**config.mk**
```make
export PLATFORM = sky130hd
export DESIGN_NAME = ask_deserializer
export DESIGN_NICKNAME = d
export VERILOG_FILES = /design/src/rtl/ask_deserializer.sv
export SDC_FILE = /design/constraint.sdc
export NUM_CORES = 1
export LEC_CHECK = 0
export CAP_MARGIN = 20
export CORE_AREA = 2 2 68 57
export DETAILED_ROUTE_END_ITERATION = 8
export DIE_AREA = 0 0 70 59
export PLACE_DENSITY = 0.73
export RECOVER_POWER = 50
export REMOVE_ABC_BUFFERS = 1
export SYNTH_ARGS = -nofsm -noshare
export SYNTH_HDL_FRONTEND = slang
export SYNTH_SLANG_ARGS = --single-unit
```
**constraint.sdc**
```tcl
create_clock -name clk -period 2.3 [get_ports clk]
set_clock_uncertainty 0.1 [all_clocks]
set_input_delay 0.46 -clock clk [delete_from_list [all_inputs] [get_ports clk]]
set_output_delay 0.46 -clock clk [all_outputs]
set_load 0.02 [all_outputs]
```
**src/rtl/ask_deserializer.sv**
```systemverilog
// Oversampling receiver for the demodulated ASK line: start bit, DATA_BITS payload
// bits LSB first, one stop bit. Emits each good word with a single-cycle strobe.
module ask_deserializer #(
    parameter int unsigned OVERSAMPLE = 16,
    parameter int unsigned DATA_BITS  = 10,
    parameter logic        IDLE_LEVEL = 1'b1
) (
    input  logic                 clk,
    input  logic                 rst,
    input  logic                 serial_in,
    output logic [DATA_BITS-1:0] word,
    output logic                 word_valid,
    output logic                 frame_err,
    output logic                 busy
);

    localparam int unsigned CNT_W = $clog2(OVERSAMPLE);
    localparam int unsigned IDX_W = $clog2(DATA_BITS + 1);

    localparam logic [CNT_W-1:0] HALF_LOAD = CNT_W'(OVERSAMPLE / 2 - 1);
    localparam logic [CNT_W-1:0] FULL_LOAD = CNT_W'(OVERSAMPLE - 1);
    localparam logic [IDX_W-1:0] LAST_IDX  = IDX_W'(DATA_BITS - 1);
    localparam logic             START_LEVEL = ~IDLE_LEVEL;

    typedef enum logic [2:0] {
        S_IDLE,
        S_START,
        S_DATA,
        S_STOP,
        S_WAIT_IDLE
    } state_t;

    state_t               state;
    logic                 sync1;
    logic                 line_s;
    logic                 line_d;
    logic [CNT_W-1:0]     cnt;
    logic [IDX_W-1:0]     idx;
    logic [DATA_BITS-1:0] shreg;

    // Two-flop synchronizer plus a delayed copy for start-edge detection
    always_ff @(posedge clk or negedge rst) begin
        if (!rst) begin
            sync1  <= IDLE_LEVEL;
            line_s <= IDLE_LEVEL;
            line_d <= IDLE_LEVEL;
        end else begin
            sync1  <= serial_in;
            line_s <= sync1;
            line_d <= line_s;
        end
    end

    // Framing FSM; every sample is taken at a counter expiry near bit centre
    always_ff @(posedge clk or negedge rst) begin
        if (!rst) begin
            state      <= S_IDLE;
            cnt        <= '0;
            idx        <= '0;
            shreg      <= '0;
            word       <= '0;
            word_valid <= 1'b0;
            frame_err  <= 1'b0;
            busy       <= 1'b0;
        end else begin
            word_valid <= 1'b0;
            frame_err  <= 1'b0;
            case (state)
                S_IDLE: begin
                    if (line_d == IDLE_LEVEL && line_s != IDLE_LEVEL) begin
                        state <= S_START;
                        cnt   <= HALF_LOAD;
                        busy  <= 1'b1;
                    end
                end
                S_START: begin
                    if (cnt != '0) begin
                        cnt <= cnt - CNT_W'(1);
                    end else if (line_s == START_LEVEL) begin
                        state <= S_DATA;
                        idx   <= '0;
                        cnt   <= FULL_LOAD;
                    end else begin
                        state <= S_IDLE;
                        busy  <= 1'b0;
                    end
                end
                S_DATA: begin
                    if (cnt != '0) begin
                        cnt <= cnt - CNT_W'(1);
                    end else begin
                        shreg[idx] <= line_s;
                        cnt        <= FULL_LOAD;
                        if (idx == LAST_IDX) begin
                            state <= S_STOP;
                        end else begin
                            idx <= idx + IDX_W'(1);
                        end
                    end
                end
                S_STOP: begin
                    if (cnt != '0) begin
                        cnt <= cnt - CNT_W'(1);
                    end else begin
                        busy <= 1'b0;
                        if (line_s == IDLE_LEVEL) begin
                            word       <= shreg;
                            word_valid <= 1'b1;
                            state      <= S_IDLE;
                        end else begin
                            frame_err <= 1'b1;
                            state     <= S_WAIT_IDLE;
                        end
                    end
                end
                S_WAIT_IDLE: begin
                    // A line stuck at the start level must not retrigger framing
                    if (line_s == IDLE_LEVEL) begin
                        state <= S_IDLE;
                    end
                end
                default: begin
                    state <= S_IDLE;
                    busy  <= 1'b0;
                end
            endcase
        end
    end

endmodule
```
==> results of run 1 <==
==> flip-flops by register name, indices dropped and copies added, names as in the netlist <==
| register | count |
|---|---|
| line_d | 1 |
| shreg | 10 |
| word | 10 |
| word_valid | 1 |
| sync1 | 1 |
| line_s | 1 |
| cnt | 4 |
| busy | 1 |
| state | 3 |
| idx | 4 |
| frame_err | 1 |
==> through the flow <==
stage | utilization, % | power (mW) | area (um2)
after floorplan | - | 1.075 | 1724
after global placement | 57.97 | 1.180 | 1957
after detailed placement | 57.97 | 1.214 | 1957
after CTS | 60.97 | 1.704 | 2058
after global routing | 60.97 | 1.805 | 2058
final | 60.97 | 1.689 | 2058
==> how the worst max path moves through the flow <==
stage | endpoint | cells past startpoint
CTS | shreg[4] | 6
finish | shreg[4] | 6
detailed placement | shreg[6] | 6
global route | shreg[7] | 6
floorplan | word[0] | 6
global placement | shreg[6] | 6
==> area by class of cell <==
| type | instances | area (um2) |
|---|---|---|
| Fill cell | 278 | 1318 |
| Sequential cell | 37 | 929.6 |
| Multi-Input combinational cell | 95 | 767.0 |
| Timing Repair Buffer | 19 | 177.7 |
| Clock buffer | 7 | 96.34 |
| Tap cell | 42 | 52.55 |
| Inverter | 8 | 30.03 |
| Clock inverter | 1 | 5.005 |
==> synth_stat cells (2+ instances only) <==
master	instances
buf_6	4
nand2_1	16
mux2_4	13
a21oi_1	4
a31oi_1	2
nand2b_1	2
inv_1	8
o21a_1	2
o21ai_0	4
nor2_1	13
dfrtp_1	34
or3b_1	2
nor3_1	3
mux2_2	7
ha_1	5
buf_2	2
dfstp_2	3
a21boi_0	2
==> power groups by stage <==
stage	Clock [mW]	Combinational, mW	Sequential, mW
final	0.487	0.404	0.798
after global routing	0.538	0.459	0.807
after CTS	0.503	0.405	0.796
after detailed placement	0	0.408	0.806
after global placement	0	0.382	0.798
after floorplan	0	0.250	0.825
==> layer usage <==
layer	track usage (%)	vias to the layer above	wire length (um)
met4	9.066	0	61
met5	0	-	0
li1	-	544	-
met2	25.44	21	1355
met3	4.592	4	121
met1	24.33	536	1517
==> kinds of logic after synthesis <==
kind of cell	count (synthesis)	synth area share (%)
compound gates	20	7.509
xor+xnor	1	0.4913
fa+ha+maj	6	4.070
buf+inv	15	4.982
flops	37	52.14
mux	21	15.93
simple gates	47	14.88
==> repair_timing <==
| action | in CTS | in global routing |
|---|---|---|
| resized for setup | 0 | 1 |
| buffers inserted | 0 | 0 |
| endpoints found under the setup margin | 0 | 18 |
==> run metrics, run 1 <==
total CTS buffers=5; Die Area=4130 um2; Die W=70 um; reg-to-reg slack, setup=between 0.1 and 0.15 ns; Crit path max-delay family=simple AND/OR/NAND/NOR gates; fin crit share=95.22%; synthesized area per cell=12.13 um2; initial core utilization=52.82%; WP data arrival=2.26 ns; CORE AREA=3376 um2; Synth Warn #=0; Slowest-stage cell, CP=or3b_4; Hold Buf Count CTS=0; hold path cells=0; Post-Syn Instances=~150; switching share of power=between 30% and 40%; CP Launch Point=cnt[0]; nets@finish=between 150 and 200; slew margin rel.=40.54%; Int Pwr=1.178 mW; share of layout cells above drive strength 1=22.75%; Crit path buffers/inverters=1; Peak VDD IR=between 400 and 500 uV; Clk pwr share=between 20% and 30%; H-tree depth=2; first-pass GRT wire length=between 5 and 6 mm; Clock Latency Late Sink=0.29 ns; WS Path Type=register to register; total length of routed wires=3.056 mm; post-synthesis async set-or-reset flop share=100.0%; area growth from synthesis to layout=15.44%; CP Capture Type=register; Max-Cap Viols=0; number of port buffers=15; Worst EP required=approximately 2.4 ns; crit path cell chain=inv_1 > ha_1 > or3b_4 > nor4b_4 > nand2_1 > mux2_4; Slew @ Worst Pin=0.8919 ns; pwr/cell area=between 800 and 900 nW/um2; hold slack final=0.2654 ns; IO Pins=16; Clock Sinks=37; setup slack after placement=0.03138 ns; Hold Vio Cnt, Final=0; post-synthesis register bit count=37; Vias/cell=5.287; worst hold path class=register to register; startpoint type of the worst setup path=register; largest net degree at the start of global routing=38; grt ovf=0; Core Rows=19; setup tns final=0 ns; Crit Path Max Fanout=7; worst hold path endpoint=line_s; most used flip-flop cell after synthesis=dfrtp_1; vias=1,105; capturing point of the worst reg2reg path=shreg[4]; Leak=0.9748 nW; setup ws final=0.1099 ns; # diodes=0; unrepaired setup endpoints after global routing=no; Critical R2R Launch=cnt[0]; number of synthesized flops with an enable pin=0; RePlAce Congestion=0.8119; max incr delay on CP=0.48 ns; Max Fclk=approximately 460 MHz; antenna violations before repair=0; GR Util All Layers=17.45%; sequential share of power=47.2%; CTS max path bufs=2; Clock Tree Root=clkbuf_8; post-layout min period=2.190 ns; Worst Hold Launch=sync1; area leader, netlist=dfrtp_1; Comb pwr share=23.9%; DR WL/cell=between 10 and 15 um; CTS tree=done; status=finished, final reports clean; commonest cells after routing, fill and taps aside=dfrtp_1, nand2_1, nor2_1, mux2_4, clkdlybuf4s50_1; FF-to-FF path depth=6; placed cell count=201; Pre-antenna DRT Iters=4; Starting DRT DRC Count=88; die height=59 um; top cell type's share of synthesized area=47.72%; mapped cell area=1783 um2; Max Slew Vio Count=0; Cell variety after synth=39; Layout Cells excl Fill=209; sequential share of the synthesized area=52.14%; Sw Pwr=roughly 0.51 mW; commonest non-fill, non-tap cell in the layout=dfrtp_1; largest cells by area after synthesis=dfrtp_1, mux2_4, dfstp_2; vias in the first global route=1,103; Final Setup Violations=0; DRC Markers=0; Final ANT Viol Nets=0; clock-pin transition on the worst setup and hold timing paths=0.07 ns; HPWL Detailed=2.164 mm
Power figures use the tool's default switching activity.
==> inputs of run 2 (changes only) <==
--- a/config.mk
+++ b/config.mk
@@ -9,6 +9,7 @@
 export CORE_AREA = 2 2 68 57
 export DETAILED_ROUTE_END_ITERATION = 8
 export DIE_AREA = 0 0 70 59
+export GPL_TIMING_DRIVEN = 0
 export PLACE_DENSITY = 0.73
 export RECOVER_POWER = 50
 export REMOVE_ABC_BUFFERS = 1
==> run metrics, run 2 (synthesis results as in run 1) <==
status=finished, final reports clean; DRC Markers=0; grt ovf=0; Starting DRT DRC Count=117; Final ANT Viol Nets=0; Max Slew Vio Count=0; Slowest-stage cell, CP=or3b_4; IO Pins=16; worst hold path class=input pin to asynchronous set/reset pin; WP data arrival=between 2 and 2.5 ns; largest net degree at the start of global routing=38; max incr delay on CP=roughly 0.48 ns; unrepaired setup endpoints after global routing=no; Die W=70 um; Critical R2R Launch=cnt[0]; number of port buffers=15; Crit Path Max Fanout=7; Clock Sinks=37; startpoint type of the worst setup path=register; fillers=266; area growth from synthesis to layout=15.86%; CP Capture Type=register; total length of routed wires=roughly 2.9 mm; RePlAce Congestion=between 0.8 and 0.9; Hold Vio Cnt, Final=0; post-route cell area=2066 um2; Peak VDD IR=slightly below 700 uV; Vias/cell=5.417; DR WL/cell=14.00 um; Slew @ Worst Pin=0.7849 ns; share of layout cells above drive strength 1=~22%; Max-Cap Viols=0; capturing point of the worst reg2reg path=shreg[5]; Pre-antenna DRT Iters=4; pwr/cell area=887.2 nW/um2; FF-to-FF path depth=6; HPWL Detailed=1.969 mm; commonest non-fill, non-tap cell in the layout=dfrtp_1; CTS tree=done; hold slack final=0.1495 ns; WS Path Type=register to register; Largest regs=shreg: 10 flops, word: 10 flops; fin crit share=94.81%; clock-pin transition on the worst setup and hold timing paths=0.07 ns; Leak=0.9713 nW; # diodes=0; reg-to-reg slack, setup=0.12 ns; commonest cells after routing, fill and taps aside=dfrtp_1, nand2_1, nor2_1, mux2_4, clkdlybuf4s50_1; Placed Area=1922 um2; Clock Latency Late Sink=0.29 ns; antenna violations before repair=0; Die Area=4130 um2; Core Rows=19; Worst EP required=between 2 and 2.5 ns; vias in the first global route=1,165; Total Power=around 1.8 mW; Clock Tree Root=clkbuf_8; Max Fclk=458.6 MHz; vias=1,116; Final Setup Violations=0; initial core utilization=52.82%; nets@finish=171; H-tree depth=2; CTS max path bufs=2; crit path cell chain=inv_1 > ha_1 > or3b_4 > nor4b_4 > nand2_1 > mux2_4; first-pass GRT wire length=5.161 mm; post-layout min period=2.181 ns; die height=between 50 and 60 um; GR Util All Layers=around 17%; CORE AREA=roughly 3400 um2; total CTS buffers=5; Hold Buf Count CTS=0; slew margin rel.=a little under half
[run 2: routing by layer]
metal  GRT usage, %  share of wire, %
met4          9.341               1.8
met2          25.17                44
met3          6.293               4.2
met1          20.56                50
met5              0                 0
[run 2: layout make-up]
class | instances | area, um2 | area share (%)
Inverter | 8 | 30.03 | 1.454
Multi-Input combinational cell | 95 | 767.0 | 37.13
Timing Repair Buffer | 16 | 152.6 | 7.389
Tap cell | 42 | 52.55 | 2.544
Sequential cell | 37 | 929.6 | 45.00
Clock buffer | 5 | 68.82 | 3.331
Clock inverter | 3 | 65.06 | 3.150
[run 2: worst max-delay path: cells and delay by family (launching register included)]
kind          cells  cell delay (ns)
fa+ha+maj         1             0.20
buf+inv           1             0.08
mux               1             0.30
simple gates      3             0.95
flops             1             0.42
[run 2: repair_timing]
| action | CTS | global route |
|---|---|---|
| setup endpoints to repair | 11 | 16 |
| gates resized for setup | 0 | 1 |
| buffers inserted | 1 | 0 |
| endpoints found under the hold margin | 0 | 0 |
[run 2: worst max-delay path by stage]
| stage | from | end | slack (ns) | cells past startpoint |
|---|---|---|---|---|
| 2_1_floorplan | cnt[0] | word[0] | -0.17 | 6 |
| 3_3_place_gp | cnt[0] | word[3] | -0.51 | 6 |
| 3_5_place_dp | cnt[0] | word[8] | -0.56 | 6 |
| 4_1_cts | cnt[0] | shreg[5] | 0.02 | 6 |
| 5_1_grt | cnt[0] | shreg[5] | 0.04 | 6 |
| 6_report | cnt[0] | shreg[5] | 0.12 | 6 |
[run 2: where the power goes]
group	internal, mW	switching (mW)	leakage [nW]	total, mW
logic	0.160	0.183	0.413	0.343
registers	0.726	0.107	0.490	0.832
clock network	0.431	0.227	0.0681	0.657
total	1.32	0.516	0.971	1.83
[run 2: per-stage QoR]
step | instances | TNS [ns] | utilization [%] | worst slack (ns)
floorplan | 140 | -1.638 | - | -0.1652
global placement | 197 | -7.927 | 57.08 | -0.5134
detailed placement | 197 | -5.747 | 56.93 | -0.5611
CTS | 206 | 0 | 61.12 | 0.02333
global route | 206 | 0 | 61.19 | 0.04281
finish | 206 | 0 | 61.19 | 0.1195
==> inputs of run 3 (changes only) <==
--- a/config.mk
+++ b/config.mk
@@ -16,3 +16,4 @@
 export SYNTH_ARGS = -nofsm -noshare
 export SYNTH_HDL_FRONTEND = slang
 export SYNTH_SLANG_ARGS = --single-unit
+export TNS_END_PERCENT = 1
==> results of run 3 <==
The final DEF is identical to that of run 2; final timing and power are the same.
